[config.mk]
export PLATFORM = sky130hd
export DESIGN_NAME = instr_fetch_unit
export DESIGN_NICKNAME = d
export VERILOG_FILES = /design/src/rtl/instr_fetch_unit.sv
export SDC_FILE = /design/constraint.sdc
export NUM_CORES = 1
export LEC_CHECK = 0
export CORE_MARGIN = 1.5
export CORE_UTILIZATION = 32
export DETAILED_ROUTE_END_ITERATION = 16
export GPL_ROUTABILITY_DRIVEN = 1
export MAX_ROUTING_LAYER = met4
export SLEW_MARGIN = 20
export SYNTH_ARGS = -nofsm -noshare
export SYNTH_HDL_FRONTEND = slang
export SYNTH_SLANG_ARGS = --single-unit
[constraint.sdc]
create_clock -name clk -period 5.13 [get_ports clk]
set_input_delay 1.026 -clock clk [delete_from_list [all_inputs] [get_ports clk]]
set_output_delay 1.026 -clock clk [all_outputs]
set_load 0.02 [all_outputs]
[src/rtl/instr_fetch_unit.sv]
// Instruction fetch stage: PC, memory address, 1/2-byte capture and decoder handshake.
// Optional HALT opcode (8'hFF) and halted port enabled by defining IFETCH_HALT_EN.
module instr_fetch_unit #(
    parameter logic [7:0]  RESET_PC    = 8'h00,
    parameter int unsigned LONG_OP_BIT = 7
) (
    input  logic       clk,
    input  logic       rst,
    output logic [7:0] mem_addr,
    input  logic [7:0] mem_rdata,
    input  logic       br_valid,
    input  logic [7:0] br_target,
    output logic       instr_valid,
    input  logic       instr_ready,
    output logic [7:0] instr_op,
    output logic [7:0] instr_imm,
    output logic [7:0] instr_pc,
`ifdef IFETCH_HALT_EN
    output logic       halted,
`endif
    output logic       instr_long
);

    localparam int unsigned AW = 8;
    localparam int unsigned DW = 8;

    typedef enum logic [2:0] {
        S_OP   = 3'd0,
        S_OPL  = 3'd1,
        S_IML  = 3'd2,
        S_OUT  = 3'd3,
        S_HALT = 3'd4
    } state_e;

    state_e        state_q, state_d;
    logic [AW-1:0] pc_q, pc_d;
    logic          valid_q, valid_d;
    logic [DW-1:0] op_q, op_d;
    logic [DW-1:0] imm_q, imm_d;
    logic [AW-1:0] ipc_q, ipc_d;
    logic          long_q, long_d;
    logic          halted_q, halted_d;

    logic          accept_c;
    logic          rdata_long_c;
    logic          halt_op_c;

    assign accept_c = valid_q & instr_ready;

    // Opcode classification; HALT is forced short when the feature is built in.
`ifdef IFETCH_HALT_EN
    assign halt_op_c    = (op_q == 8'hFF);
    assign rdata_long_c = mem_rdata[LONG_OP_BIT] & (mem_rdata != 8'hFF);
`else
    assign halt_op_c    = 1'b0;
    assign rdata_long_c = mem_rdata[LONG_OP_BIT];
`endif

    // State register and all registered outputs.
    always_ff @(posedge clk or posedge rst) begin
        if (rst) begin
            state_q  <= S_OP;
            pc_q     <= RESET_PC;
            valid_q  <= 1'b0;
            op_q     <= '0;
            imm_q    <= '0;
            ipc_q    <= '0;
            long_q   <= 1'b0;
            halted_q <= 1'b0;
        end else begin
            state_q  <= state_d;
            pc_q     <= pc_d;
            valid_q  <= valid_d;
            op_q     <= op_d;
            imm_q    <= imm_d;
            ipc_q    <= ipc_d;
            long_q   <= long_d;
            halted_q <= halted_d;
        end
    end

    // Next-state logic; a redirect overrides everything.
    always_comb begin
        state_d = state_q;
        case (state_q)
            S_OP:    state_d = S_OPL;
            S_OPL:   state_d = rdata_long_c ? S_IML : S_OUT;
            S_IML:   state_d = S_OUT;
            S_OUT: begin
                if (accept_c) state_d = halt_op_c ? S_HALT : S_OP;
            end
            S_HALT:  state_d = S_HALT;
            default: state_d = S_OP;
        endcase
        if (br_valid) state_d = S_OP;
    end

    // Memory address and datapath next values.
    always_comb begin
        mem_addr = pc_q;
        pc_d     = pc_q;
        op_d     = op_q;
        imm_d    = imm_q;
        ipc_d    = ipc_q;
        long_d   = long_q;
        valid_d  = (state_d == S_OUT);
        halted_d = (state_d == S_HALT);
        case (state_q)
            S_OPL: begin
                mem_addr = AW'(pc_q + AW'(1));
                op_d     = mem_rdata;
                ipc_d    = pc_q;
                long_d   = rdata_long_c;
                if (!rdata_long_c) imm_d = '0;
            end
            S_IML: imm_d = mem_rdata;
            S_OUT: begin
                if (accept_c) pc_d = AW'(pc_q + (long_q ? AW'(2) : AW'(1)));
            end
            default: ;
        endcase
        // Redirect discards any partially captured instruction.
        if (br_valid) begin
            pc_d   = br_target;
            op_d   = op_q;
            imm_d  = imm_q;
            ipc_d  = ipc_q;
            long_d = long_q;
        end
    end

    assign instr_valid = valid_q;
    assign instr_op    = op_q;
    assign instr_imm   = imm_q;
    assign instr_pc    = ipc_q;
    assign instr_long  = long_q;
`ifdef IFETCH_HALT_EN
    assign halted      = halted_q;
`endif

endmodule

==> out/summary.md <==
The run finished with clean final reports. The switching portion of total power works out to 0.3273. The tools report the area of all placed cells without fillers as 0.002527 mm². The tools report the portion of total power attributed to the clock network as 0.233. After layout, the worst setup slack is 1.619 ns. The fraction of final layout cells sized beyond drive strength 1 was 0.1674; the post-synthesis net count was 191. The maximum root-to-sink buffer count was 2. After synthesis, the mean cell area works out to 11.21 µm². The worst register-to-register path begins at state_q[1]. Final sum of negative setup slack: 0 ns. The core region is 0.005574 mm².

During I/O placement, the number of pins put on the boundary was 54. The count of unresolved DRC violations after routing came out at 0. In the detailed route, the total length drawn on met2 is 1.939 mm. Uppermost layer routed: met4. The worst hold path passes through 2 cells.

Tracing the worst setup path back leads to its startpoint at state_q[0]. Relative contribution of combinational cells to total power: 0.338. The number of cells traversed by the worst register-to-register path is 3, and the final clock skew is 0.008607 ns. The run gives 0.4813 as the sequential cell area fraction in the yosys report. The number of antenna-violating nets in the routed design came out at 0.

For this design the total switching power over the nets is 281.0 µW. The leading area contributor after synthesis was dfrtp_1. The final worst-path cycle share is 0.6844. Derived from the worst setup path, the maximum achievable clock frequency is 284.8 MHz. The startpoint identified for the worst hold timing path is instr_imm[0]. The run gives 1.930 ns as the pre-CTS worst setup slack. Clock root buffer master: clkbuf_8. The run gives 4.099 mm as the wire length reported by the detailed router. The count of final max-slew check failures was 0. The worst-case IR drop observed on VDD is 0.1221 mV.

Length of routed met3 wiring: 109 µm. STA classifies the critical path startpoint as a flip-flop. The power per unit of standard cell area was 339.7 mW/mm².

After the first detailed-routing iteration, the DRC count stood at 48. In this run, CTS created clock tree buffers numbering 5. The tools report the via count of the first global-routing pass as 1,404. The tools report the initial antenna violation count as 0.

The area added between synthesis and finish was 35.03%; the total routed wire length on the met1 layer was 1.973 mm. The HPWL after detailed placement is 2.996 mm. Data arrives at the worst endpoint at 2.49 ns. The synthesized flop and latch total was 36; the number of vias after detailed routing was 1,380.

The run gives 0 as the final hold violation count. The share of the synthesized area in the top cell type was 0.4813; the H-tree depth reported by CTS was 2. The layout has 547 filler cells.

The floorplan has 27 rows. Total chip power: 858.5 µW. Cell count after synthesis: 167. The tools report the final weighted congestion in routability-driven placement as 0.7563. The final design utilization was 0.4534; the clock insertion delay at the later pin of the skew report was 0.29 ns. The class of the most critical hold timing path is reg -> reg.

The first global-routing pass estimated 7.010 mm of wire. The headroom to the max-slew limit came out at 0.4484. The logs give 38 for the number of distinct standard cells referenced by the synthesized netlist and 0.1475 for the global routing usage summed across all routing layers. Entering global routing, the biggest net connects 37 pins. The horizontal die dimension is 79.48 µm. The worst setup path is of the reg -> out kind. Kind of capture point of the worst setup path: an output pin. Number of port buffers: 53. STA puts the critical path data required time at 4.10 ns.

The die area came out at 0.006317 mm². The logs give 0.429 for the share of power burned in registers and 0 for the diode insertion count for antenna repair. For the number of nets in the layout, the log shows 244.

The logs give 4 for the number of search-and-repair iterations in the first detailed-routing pass and 0 for the setup fix buffers added after clock tree synthesis. The synthesized area is 0.001872 mm². The logs give 0 for the number of cells upsized or downsized after cts and 0 for the residual overflow from global routing. Summing all flip-flop and latch instances after layout gives 900.9 µm². After clock tree synthesis, the flow added hold-fix buffers numbering 0. By area the synthesized netlist is led by dfrtp_1 (48%), mux2_4 (6.4%), nand2_1 (5.2%). Setup violations remaining at the end of the flow were counted as 0.

The multi-input combinational cell area was 873.3 µm²; the clock transition time at the flip-flop clock pins of the worst setup and hold paths was 0.08 ns. Setup repair after global routing left no endpoint under its margin. The number of vias per cell after detailed routing came out at 4.710.

The tool flagged a number of max-cap violations equal to 0. For this design the static power due to leakage is 0.001037 µW. The clock period could shrink to 3.511 ns. Dividing the detail-routed wire length by the instance count gives 13.99 µm.

TritonCTS built the clock tree. The maximum fanout count along the critical path was 11; the area of placed instances was 0.002440 mm². The starting utilization of the core area is 0.3358. In this run the vertical extent of the chip is 79.48 µm. During synthesis, Yosys emitted a total of 0 warnings. For the pin with the worst max-slew slack, the measured transition is 0.8219 ns. The clock drives 36 sinks.

The internal power of the cells totals 577.5 µW.
## logic make-up after synthesis
kind of cell,Yosys count,synth area share
flops,36,0.4813
fa+ha+maj,4,0.03075
mux,18,0.1230
compound gates,25,0.07086
simple gates,55,0.1812
xor+xnor,13,0.06083
buf+inv,16,0.05214
## cells in the mapped netlist, drive strengths merged
cell and number:
buf 8, fa 1, xor2 4, nand3 5, nor2 5, a41oi 1, nand2 26, a21boi 1
clkbuf 2, nor4 4, nand3b 1, nand2b 1, inv 6, a31oi 1, nor2b 1, nor3 2
or2 1, nor4b 3, o21ai 19, and3 1, mux2 16, and4 1, mux2i 2, a21oi 3
xnor2 9, dfrtp 36, nand4 2, nor3b 2, ha 3
## state kept, by name, indices dropped and copies added (netlist names)
register     cells
instr_imm        8
instr_op         8
instr_pc         8
pc_q             8
state_q          3
instr_valid      1
## power groups by stage
stage	logic [µW]	registers, µW	clock network (µW)
after floorplan	122	411	0
after global placement	290	374	0
after detailed placement	293	374	0
after CTS	294	369	209
after global routing	312	377	219
final	290	369	200
## worst max-delay path, stage by stage, from the launching register on
cell and delay, ns:
dfrtp_1 0.57, nor3b_2 0.42, and4_1 0.31, nand3_1 0.14, xnor2_1 0.16, clkdlybuf4s50_1 0.61
## routing by layer
metal	GRT usage	up-vias
met3	0.03543	6
met5	-	-
met2	0.2237	24
li1	-	683
met1	0.1928	667
met4	0.05088	0
## layout make-up
type | count | area share
inverter | 6 | 0.008911
clock inverter | 3 | 0.007426
tap | 72 | 0.03564
sequential | 36 | 0.3564
timing repair buffer | 56 | 0.2188
clock buffer | 5 | 0.02723
multi-input combinational | 115 | 0.3455
## cells in the final DEF (no fill, tap or decap), drive strengths merged, types with 4 or more instances in the layout
cell           netlist  routed
dfrtp               36      36
inv                  6       6
o21ai               19      19
nor2                 5       5
mux2                16      16
clkdlybuf4s50        0      53
clkbuf               2       5
xor2                 4       4
xnor2                9       9
nand3                5       5
nand2               26      26
nor4                 4       4
## final timing paths
| check | endpoint | slack [ns] |
|---|---|---|
| max | mem_addr[7] | 1.62 |
| min | instr_imm[0] | 0.48 |
| max reg2reg | instr_pc[0] | 3.15 |
| min reg2reg | instr_imm[0] | 0.48 |
| max in group asynchronous | pc_q[2] | 3.66 |
| min in group asynchronous | instr_pc[0] | 1.13 |
## per-stage QoR
step | hold slack, ns | cells
6_report | 0.4821 | 293
5_1_grt | 0.5195 | 293
4_1_cts | 0.4876 | 293
3_5_place_dp | 0.4694 | 285
3_3_place_gp | 0.4673 | 285
2_1_floorplan | 0.5457 | 167
No activity file was read; power rests on OpenSTA's default activity.
